**src/rtl/ov7670_stream_gen.sv**
```systemverilog
// OV7670 parallel-bus stand-in: emits PCLK/HREF/VSYNC/D framing with RGB565 test patterns,
// two bytes per pixel (high byte first), so the capture path can run without a sensor.
module ov7670_stream_gen #(
  parameter int unsigned H_ACTIVE    = 320,
  parameter int unsigned V_ACTIVE    = 240,
  parameter int unsigned H_BLANK     = 144,
  parameter int unsigned VSYNC_LINES = 3,
  parameter int unsigned V_BACK      = 17,
  parameter int unsigned V_FRONT     = 10
) (
  input  logic        clk,
  input  logic        rst,
  input  logic        enable,
  input  logic [1:0]  pattern,
  input  logic [15:0] solid_color,
  output logic        CAM_PCLK,
  output logic        CAM_HREF,
  output logic        CAM_VSYNC,
  output logic [7:0]  CAM_D,
  output logic        busy,
  output logic        frame_done,
  output logic [7:0]  frame_cnt
);

  localparam int unsigned LINE_LEN  = 2 * H_ACTIVE + H_BLANK;
  localparam int unsigned ACT_BYTES = 2 * H_ACTIVE;
  localparam int unsigned BAR_W     = H_ACTIVE / 8;
  localparam int unsigned BC_W      = $clog2(LINE_LEN);
  localparam int unsigned MAX_AB    = (VSYNC_LINES > V_BACK) ? VSYNC_LINES : V_BACK;
  localparam int unsigned MAX_CD    = (V_ACTIVE > V_FRONT) ? V_ACTIVE : V_FRONT;
  localparam int unsigned MAX_LINES = (MAX_AB > MAX_CD) ? MAX_AB : MAX_CD;
  localparam int unsigned LC_W      = $clog2(MAX_LINES + 1);
  localparam int unsigned SEG_W     = $clog2(BAR_W + 1);

  typedef enum logic [2:0] {
    S_IDLE   = 3'd0,
    S_VSYNC  = 3'd1,
    S_VBACK  = 3'd2,
    S_ACTIVE = 3'd3,
    S_VFRONT = 3'd4
  } state_e;

  // Zero-length vertical regions are skipped when choosing the successor state.
  localparam state_e AFTER_VBACK = (V_ACTIVE != 0) ? S_ACTIVE : S_VFRONT;
  localparam state_e AFTER_VSYNC = (V_BACK != 0) ? S_VBACK : AFTER_VBACK;
  localparam state_e FRAME_START = (VSYNC_LINES != 0) ? S_VSYNC : AFTER_VSYNC;

  function automatic logic [LC_W-1:0] last_line(input state_e s);
    case (s)
      S_VSYNC:  return LC_W'(VSYNC_LINES - 1);
      S_VBACK:  return LC_W'(V_BACK - 1);
      S_ACTIVE: return LC_W'(V_ACTIVE - 1);
      S_VFRONT: return LC_W'(V_FRONT - 1);
      default:  return '0;
    endcase
  endfunction

  function automatic state_e next_state(input state_e s);
    case (s)
      S_VSYNC:  return AFTER_VSYNC;
      S_VBACK:  return AFTER_VBACK;
      S_ACTIVE: return S_VFRONT;
      default:  return S_IDLE;
    endcase
  endfunction

  function automatic logic [15:0] bar_color(input logic [2:0] idx);
    case (idx)
      3'd0: return 16'hFFFF;
      3'd1: return 16'hFFE0;
      3'd2: return 16'h07FF;
      3'd3: return 16'h07E0;
      3'd4: return 16'hF81F;
      3'd5: return 16'hF800;
      3'd6: return 16'h001F;
      default: return 16'h0000;
    endcase
  endfunction

  state_e            state_q, state_d;
  logic              ph_q, ph_d;
  logic [BC_W-1:0]   bc_q, bc_d;
  logic [LC_W-1:0]   lc_q, lc_d;
  logic [SEG_W-1:0]  seg_q, seg_d;
  logic [2:0]        bar_q, bar_d;
  logic [1:0]        pat_q, pat_d;
  logic [15:0]       col_q, col_d;
  logic              href_q, href_d;
  logic              vsync_q, vsync_d;
  logic [7:0]        d_q, d_d;
  logic              busy_q, busy_d;
  logic              frame_done_q, frame_done_d;
  logic [7:0]        frame_cnt_q, frame_cnt_d;
  logic [7:0]        x_w;
  logic [15:0]       pix;

  // Next-state, counters and the bus value for the byte-time that starts at this edge.
  always_comb begin
    state_d      = state_q;
    bc_d         = bc_q;
    lc_d         = lc_q;
    seg_d        = seg_q;
    bar_d        = bar_q;
    pat_d        = pat_q;
    col_d        = col_q;
    frame_cnt_d  = frame_cnt_q;
    frame_done_d = 1'b0;
    ph_d         = ~ph_q;
    x_w          = '0;
    pix          = 16'h0000;

    if (ph_q) begin
      if (state_q == S_IDLE) begin
        bc_d = '0;
        lc_d = '0;
        if (enable) begin
          state_d = FRAME_START;
          pat_d   = pattern;
          col_d   = solid_color;
        end
      end else if (bc_q == BC_W'(LINE_LEN - 1)) begin
        bc_d = '0;
        if (lc_q == last_line(state_q)) begin
          lc_d    = '0;
          state_d = next_state(state_q);
          if (state_q == S_VFRONT) begin
            frame_done_d = 1'b1;
            frame_cnt_d  = frame_cnt_q + 8'd1;
            if (enable) begin
              state_d = FRAME_START;
              pat_d   = pattern;
              col_d   = solid_color;
            end
          end
        end else begin
          lc_d = lc_q + LC_W'(1);
        end
      end else begin
        bc_d = bc_q + BC_W'(1);
      end

      // Bar index advances once per BAR_W pixels, restarting at each line.
      if (bc_d == '0) begin
        seg_d = '0;
        bar_d = '0;
      end else if (!bc_d[0]) begin
        if (seg_q == SEG_W'(BAR_W - 1)) begin
          seg_d = '0;
          bar_d = bar_q + 3'd1;
        end else begin
          seg_d = seg_q + SEG_W'(1);
        end
      end
    end

    x_w = 8'(bc_d >> 1);
    case (pat_d)
      2'd0: pix = bar_color(bar_d);
      2'd1: pix = {x_w[7:3], x_w[7:2], x_w[7:3]};
      2'd2: pix = col_d;
      default: pix = (((x_w ^ 8'(lc_d)) & 8'h10) != 8'h00) ? 16'hFFFF : 16'h0000;
    endcase

    href_d  = (state_d == S_ACTIVE) && (bc_d < BC_W'(ACT_BYTES));
    vsync_d = (state_d == S_VSYNC);
    busy_d  = (state_d != S_IDLE);
    d_d     = href_d ? (bc_d[0] ? pix[7:0] : pix[15:8]) : 8'h00;
  end

  always_ff @(posedge clk) begin
    if (!rst) begin
      state_q      <= S_IDLE;
      ph_q         <= 1'b0;
      bc_q         <= '0;
      lc_q         <= '0;
      seg_q        <= '0;
      bar_q        <= '0;
      pat_q        <= '0;
      col_q        <= '0;
      href_q       <= 1'b0;
      vsync_q      <= 1'b0;
      d_q          <= '0;
      busy_q       <= 1'b0;
      frame_done_q <= 1'b0;
      frame_cnt_q  <= '0;
    end else begin
      state_q      <= state_d;
      ph_q         <= ph_d;
      bc_q         <= bc_d;
      lc_q         <= lc_d;
      seg_q        <= seg_d;
      bar_q        <= bar_d;
      pat_q        <= pat_d;
      col_q        <= col_d;
      href_q       <= href_d;
      vsync_q      <= vsync_d;
      d_q          <= d_d;
      busy_q       <= busy_d;
      frame_done_q <= frame_done_d;
      frame_cnt_q  <= frame_cnt_d;
    end
  end

  assign CAM_PCLK   = ph_q;
  assign CAM_HREF   = href_q;
  assign CAM_VSYNC  = vsync_q;
  assign CAM_D      = d_q;
  assign busy       = busy_q;
  assign frame_done = frame_done_q;
  assign frame_cnt  = frame_cnt_q;

endmodule

```
**config.mk**
```make
export PLATFORM = sky130hd
export DESIGN_NAME = ov7670_stream_gen
export DESIGN_NICKNAME = d
export VERILOG_FILES = /design/src/rtl/ov7670_stream_gen.sv
export SDC_FILE = /design/constraint.sdc
export NUM_CORES = 1
export LEC_CHECK = 0
export ABC_AREA = 1
export CAP_MARGIN = 20
export CORE_ASPECT_RATIO = 1.1
export CORE_UTILIZATION = 50
export CTS_BUF_LIST = sky130_fd_sc_hd__clkbuf_4 sky130_fd_sc_hd__clkbuf_8
export DETAILED_ROUTE_END_ITERATION = 8
export PLACE_DENSITY = 0.72
export RECOVER_POWER = 50
export SYNTH_ARGS = -nofsm -noshare
export SYNTH_HDL_FRONTEND = slang
export SYNTH_SLANG_ARGS = --single-unit
```
**constraint.sdc**
```tcl
create_clock -name clk -period 4.8 [get_ports clk]
set_input_delay 1.2 -clock clk [delete_from_list [all_inputs] [get_ports clk]]
set_output_delay 1.2 -clock clk [all_outputs]
set_load 0.05 [all_outputs]
```
* Word-level counts from Yosys, hierarchy flattened
Cells that the tools add are included.
** Storage, ports and cells
- Flip-flop bits (word level) :: 69
- Word-level logic and storage cells :: 98
- Output and inout port bits :: 21
- Input port bits :: 21
** Operators by class
- $add $sub $neg :: 5
- Eq/ne operators :: 18
- Muxes and demuxes :: 44
- Order comparisons :: 1
- Reduce and logical (&&, ||, !) cells :: 10
- Bitwise gates (word level) :: 6
** Operator list (count)
- 2-to-1 mux 16 bit :: 7
- one-hot mux 16 bit (7 select lines) :: 1
- 2-to-1 mux 8 bit :: 8
- one-hot mux 16 bit (3 select lines) :: 1
- 2-to-1 mux 10 bit :: 4
- 2-to-1 mux 3 bit :: 11
- one-hot mux 8 bit (4 select lines) :: 1
- 2-to-1 mux 6 bit :: 3
- adder 8 x 1 -> 8 bit, second input constant :: 2
- equality test 3 x 2 -> 1 bit, second input constant :: 5
- equality test 3 bit, second input constant :: 4
- 2-to-1 mux 2 bit :: 6
- adder 10 x 1 -> 10 bit, second input constant :: 1
- equality test 10 bit, second input constant :: 1
- zero test 10 bit :: 1
- < comparator 10 bit, second input constant :: 1
- equality test 3 x 1 -> 1 bit, second input constant :: 3
- one-hot mux 3 bit (3 select lines) :: 1
- equality test 8 bit :: 1
- adder 6 x 1 -> 6 bit, second input constant :: 1
- equality test 6 bit, second input constant :: 1
- zero test 3 bit :: 2
- inverter 1 bit :: 5
- AND reduction 5 bit :: 1
- other kinds (11) :: 12

* Logic depth before layout (Yosys ltp)
Gate-level depths: netlist (run 1).
- Depth after elaboration :: 14
- Depth in mapped cells :: 17
- Mapped depth without buffers :: 16

* Worst setup path after synthesis (run 1)
No wires, ideal clock.
- Path kind :: input port to flip-flop
- Start point :: in enable
- End point :: reg d_q[5], in the netlist CAM_D[5]
- Required time :: 4724 ps
- Path slack :: 2414 ps
- Path buffers :: 2
- Arrival :: 2311 ps
- Setup time :: 76 ps
- Cell stages on the path :: 10
- Cell sequence :: nand2_1 inv_1 buf_2 nand3_1 nand2_2 buf_2 nand3_1 nand4_1 nand2_1 a21oi_1
** On the way
- Cells in the longest elaborated chain, start to end :: 9
- Elaborated cells on any way between the ends :: 27
- Classes of those cells :: 3 x eq/ne; 21 x mux; 3 x reduce/logical
** RTL lines
- from (decl) :: line 13 : input logic enable,
- 2-to-1 mux 2 bit or 2-to-1 mux 3 bit (tied branches) :: line 116, 129
- 2-to-1 mux 2 bit or 2-to-1 mux 3 bit (tied branches) :: line 126 : if (state_q == S_VFRONT) begin
- 2-to-1 mux 2 bit or 2-to-1 mux 3 bit (tied branches) :: line 123 : if (lc_q == last_line(state_q)) begin
- 2-to-1 mux 2 bit or 2-to-1 mux 3 bit (tied branches) :: line 121 : end else if (bc_q == BC_W'(LINE_LEN - 1)) begin
- 2-to-1 mux 2 bit or 2-to-1 mux 3 bit (tied branches) :: line 113 : if (state_q == S_IDLE) begin
- 2-to-1 mux 2 bit or 2-to-1 mux 3 bit (tied branches) :: line 112 : if (ph_q) begin
- equality test 2 bit (tied with other cells) :: line 157 : case (pat_d)
- one-hot mux 16 bit (3 select lines) or logical AND 1 bit (tied branches) :: line 157, 164
- 2-to-1 mux 8 bit or AND reduction 2 bit (tied branches)
- to (signal assigned) :: line 182 : d_q <= '0;
- to (signal assigned) :: line 197 : d_q <= d_d;
- to (decl) :: line 90 : logic [7:0] d_q, d_d;
Parallel ways exist; a longest one is shown, timed or not.
A chain may end at the register's enable or synchronous reset.

* Final worst setup path (run 1)
- Start point :: in rst
- End point :: reg d_q[6], in the netlist CAM_D[6]
** On the way
- Cells in the longest elaborated chain, start to end :: 1
** RTL lines
- from (decl) :: line 12 : input logic rst,
- AND reduction 2 bit (no source line)
Every way passes these cells.

==> metrics.txt, run 1 <==
EDFF count, synth=0; switch share=28.4%; Remaining DRCs=0; fillers=770; Hold Vio Cnt, Final=0; distinct cell type count after synthesis=40; class of the worst hold path=flop to flop; Area Growth Syn to Fin=16.1%; Max Cap Viol=0; DR vias=4,016; maximum VDD drop=0.000235 V; Final Util=61.3%; Slew @ Worst Pin=roughly 1200 ps; port buffer count=41; row cnt=33; final wirelength=~10000 um; gpl congestion=0.832; commonest non-fill, non-tap cell in the layout=nand2_1; CP max FO=37; CTS root buf=clkbuf_8; RR Endpoint=CAM_D[7]; DP HPWL=7260 um; crit path to=CAM_D[6]; Ys Warns=0; total congestion overflow=0; clk sink count=69; chip width=between 80 and 90 um; post-synth top area cell=dfxtp_1; Comb power frac=14.7%; final antenna-violating net count=0; Total GRT Usage=25.7%; most frequent cells in the layout=nand2_1 (172), nand3_1 (71), dfxtp_1 (69); DP Cell Count=around 740; sequential power share=44.7%; syn avg cell area=about 6.6 um2; reg-to-reg setup timing slack=1630 ps; I/O Pins=42; Max Slew Vio Count=0; cts bufs inserted=9; cts repair resizes=0; Clock Skews=12.6 ps; Detailed Route Iter0 Violations=258; critical path class=input port to flop; period utilisation layout=77.7%; Clk Latency, worst-skew pair=between 300 and 400 ps; top cells by area, synth=dfxtp_1 (34%), nand2_1 (16%), nand3_1 (8.9%), inv_1 (6.0%), a21oi_1 (5.0%); internal cell power=0.956 mW; final non-filler cell total=roughly 750; WL per Instance=about 13 um; register bit total from synthesis=69; Fin Setup TNS=0 ps; Core ar.=7600 um2; Synth top area share=around 34%; min cycle time layout=approximately 3700 ps; Final setup viols=0; CTS Hold Bufs=0; Seq/Total Area, Yosys=34.5%; Psw=0.379 mW; setup bufs post-CTS=0; Reg2Reg Depth=13; share of layout cells above drive strength 1=7.10%; # diodes=0; Crit. Startpoint=rst; vias in the first global route=3,735; CTS Buffer Depth=2; synthesized area=roughly 4000 um2; Pre-antenna DRT Iters=5; fin nets=669; Critical Path End Type=flop; Starting Density=~53%; relative slew slack=20.9%; leakage power=2.03 nW; CP Launch Type=input port; crit path DAT=around 4000 ps; routed vias/inst=5.33; RSZ-0062 raised after global routing=no; Max Clk Rate=~0.27 GHz; Post-Synthesis Cells=607; syn_nets=about 630; ys flop type=dfxtp_1; antenna violations before repair=0; Worst Path Required=5070 ps; outcome=complete, no violations; pin count of the biggest net entering global routing=42; area of the die=between 8000 and 9000 um2; TritonCTS clock tree=built; PD cells=287 nW/um2; power consumption=roughly 1.3 mW; Chip Height=between 90 and 100 um; Hold WS=~470 ps; Clock Power Share=40.7%; total number of H-tree levels=3; clock transition at the registers of the reported paths=80 ps; async set-reset flop share out of synthesis=0%; first-pass GRT wire length=between 15,000 and 20,000 um
-- critical path, stage by stage --
cell and delay [ps]:
dlygate4sd3_1 520, clkbuf_1 570, inv_1 740, nor2_1 330, nand4_1 370, a21oi_1 250
-- stage by stage --
step                setup WS, ps  cell area [um2]
floorplan                   2410             4010
global placement            1220             4460
detailed placement          1160             4460
CTS                         1510             4690
global route                 807             4650
finish                      1070             4650
-- synthesized netlist by cell type (all sizes together) (3+ instances only) --
cell type	count
ha	5
dfxtp	69
nor3	5
or2	3
nand2	181
xnor2	3
inv	66
nand3	79
nand4	31
nor3b	5
nor2	56
a21oi	41
clkbuf	8
buf	10
o21ai	30
-- metal layers --
layer | track usage [%] | part of all wire [%] | up-vias
met5 | 0 | 0 | -
li1 | - | - | 2085
met3 | 5.15 | 5.6 | 25
met4 | 12.6 | 2.9 | 0
met1 | 32.2 | 46 | 1783
met2 | 42.3 | 46 | 123
-- how the worst min path moves through the flow --
stage	startpoint	end	slack (ps)	cells past startpoint
2_1_floorplan	col_q[10]	col_q[10]	450	2
3_3_place_gp	frame_cnt[7]	frame_cnt[7]	450	2
3_5_place_dp	col_q[7]	col_q[7]	470	2
4_1_cts	col_q[7]	col_q[7]	480	2
5_1_grt	col_q[7]	col_q[7]	490	2
6_report	frame_cnt[7]	frame_cnt[7]	470	2
-- cell families after synthesis --
logic type,count (synthesis),synth area share (%)
flip-flops,69,34.5
AO/OA/AOI/OAI,80,10.7
XOR/XNOR,4,0.874
AND/OR/NAND/NOR,363,43.5
buffers and inverters,86,8.96
adder cells (fa/ha/maj),5,1.56
-- state kept, by name (all words and copies together) (netlist names), named ones only --
signal,flops
col_q,16
frame_cnt,8
bc_q,8
CAM_HREF,1
CAM_PCLK,1
frame_done,1
busy,1
CAM_VSYNC,1
pat_q,2
bar_q,3
CAM_D,8
state_q,3
lc_q,4
seg_q,6
-- area by class of cell --
class                      count  area (um2)  area share, %
clock buffer                  10         131           2.82
inverter                      68         255           5.48
timing repair buffer          43         422           9.06
clock inverter                 6        95.1           2.04
tap                          105         131           2.82
sequential                    69        1380           29.7
multi-input combinational    452        2240           48.1
-- power groups by stage --
stage,clock [mW],combinational (mW),sequential (mW)
after detailed placement,0,0.195,0.609
after floorplan,0,0.142,0.613
after global routing,0.582,0.221,0.597
after global placement,0,0.193,0.609
final,0.543,0.196,0.596
after CTS,0.551,0.196,0.596
Power figures use the tool's default switching activity.
==> inputs of run 2 (changes only) <==
==> constraint.sdc (replaced) <==
create_clock -name clk -period 3.55 [get_ports clk]
set_input_delay 0.8875 -clock clk [delete_from_list [all_inputs] [get_ports clk]]
set_output_delay 0.8875 -clock clk [all_outputs]
set_load 0.05 [all_outputs]
==> run 2 against run 1 <==
The run now ends with max-capacitance violations, max-slew violations left. Setup slack lost 500 ps. First-iteration DRC count grew 5.4%. Clock power grew 48%. Clock-buffer cell count is the same. Global-route usage grew 0.40 points. Total power grew 41%. Core utilization grew 0.81 points. Combinational power grew 36%. Sequential power grew 35%. Largest cell class unchanged.
==> metrics.txt, run 2 (synthesized netlist as in run 1, its figures left out) <==
Area Growth Syn to Fin=17.6%; crit path DAT=between 3000 and 4000 ps; Chip Height=roughly 96 um; Clk Latency, worst-skew pair=360 ps; leakage power=2.08 nW; CTS Hold Bufs=0; hold_sp=frame_cnt[7]; CP max FO=16; critical path, cell by cell=ha_1 -> nand2_2 -> nor2_1 -> nand4_2 -> nor2_4 -> nand3_2 -> nand2_1 -> nand3_2 -> nand2_1 -> nand2_2 -> nand3_4 -> nand4_1 -> nand2_1 -> a21oi_1; Hold Vio Cnt, Final=0; Hold WS=462 ps; outcome=finished, violations left; antenna violations before repair=0; Max Cap Viol=1; met3 WL post-DR=374 um; CTS root buf=clkbuf_8; critical path's largest stage delay=360 ps; cts bufs inserted=9; vias in the first global route=3,719; failing checks=max-capacitance violations, max-slew violations; critical path class=flop to flop; Critical Path End Type=flop; row cnt=33; cts repair resizes=0; DP HPWL=7420 um; max reg flops=16; # diodes=0; commonest non-fill, non-tap cell in the layout=nand2_1; Reg with most FFs=col_q; Worst Path Required=3780 ps; clk sink count=69; wl on met1=4640 um; DR WL met2=4630 um; Fin Setup TNS=0 ps; fin nets=672; Starting Density=52.8%; Remaining DRCs=0; period utilisation layout=between 80 and 90%; total congestion overflow=0; final antenna-violating net count=0; Detailed Route Iter0 Violations=272; share of layout cells above drive strength 1=slightly below 8%; class of the worst hold path=flop to flop; Core ar.=between 7000 and 8000 um2; min cycle time layout=roughly 3000 ps; CP most frequent cell=nand2_1; clock transition at the registers of the reported paths=80 ps; routed vias/inst=5.35; RSZ-0062 raised after global routing=no; Pre-antenna DRT Iters=4; I/O Pins=42; Max Clk Rate=0.335 GHz; Slew @ Worst Pin=1600 ps; setup bufs post-CTS=0; relative slew slack=-6.93%; port buffer count=41; maximum VDD drop=0.000319 V; area of the die=8380 um2; gpl congestion=0.963; final wirelength=between 9000 and 10,000 um; total number of H-tree levels=3; Total GRT Usage=26.1%; Final setup viols=0; WL per Instance=~13 um; CTS Buffer Depth=2; TritonCTS clock tree=built; PD cells=398 nW/um2; pin count of the biggest net entering global routing=36; Max Slew Vio Count=36; first-pass GRT wire length=16,800 um; uppermost layer routed=met4; CP Launch Type=flop; Clock Skews=approximately 10 ps; DR vias=4,042; CP max-delay cell=dfxtp_1; most frequent cells in the layout=nand2_1 (173), nand3_1 (71), dfxtp_1 (69); chip width=between 80 and 90 um
run 2: cell type report:
type                            instances  area [um2]
Multi-Input combinational cell        452        2260
Timing Repair Buffer                   46         444
Clock inverter                          6         110
Fill cell                             759        2880
Tap cell                              105         131
Clock buffer                           10         138
Sequential cell                        69        1380
Inverter                               68         255
run 2: per-stage QoR:
stage          power (mW)  util [%]  cell area, um2  setup slack (ps)  std cells
5_1_grt              1.95      62.1            4720               253        756
6_report             1.88      62.1            4720               569        756
2_1_floorplan        1.02         -            4010              1370        607
3_3_place_gp         1.09      59.0            4480               590        740
4_1_cts              1.89      62.3            4730               824        756
3_5_place_dp         1.09      59.0            4480               468        740
run 2: report_power, final:
group          internal (mW)  switching (mW)  total (mW)  leakage (nW)
clock network          0.484           0.321       0.806         0.119
logic                 0.0916           0.175       0.266          1.40
registers              0.793          0.0140       0.807         0.559
run 2: metal layers:
layer | vias up | track usage (%)
li1 | 2090 | -
met1 | 1828 | 32.9
met2 | 101 | 43.4
met3 | 23 | 3.77
met4 | 0 | 13.8
met5 | - | 0
run 2: path summary, 6_finish.rpt:
| check | slack (ps) | endpoint | cells after the start |
|---|---|---|---|
| hold / removal | 460 | frame_cnt[7] | 2 |
| setup reg to reg | 570 | CAM_D[7] | 14 |
| setup / recovery | 570 | CAM_D[7] | 14 |
| hold reg to reg | 460 | frame_cnt[7] | 2 |
run 2: critical path, delay by kind of cell, from the launching register on:
kind,cells,cell delay (ps)
AND/OR/NAND/NOR,12,2230
flip-flops,1,360
adder cells (fa/ha/maj),1,190
AO/OA/AOI/OAI,1,70
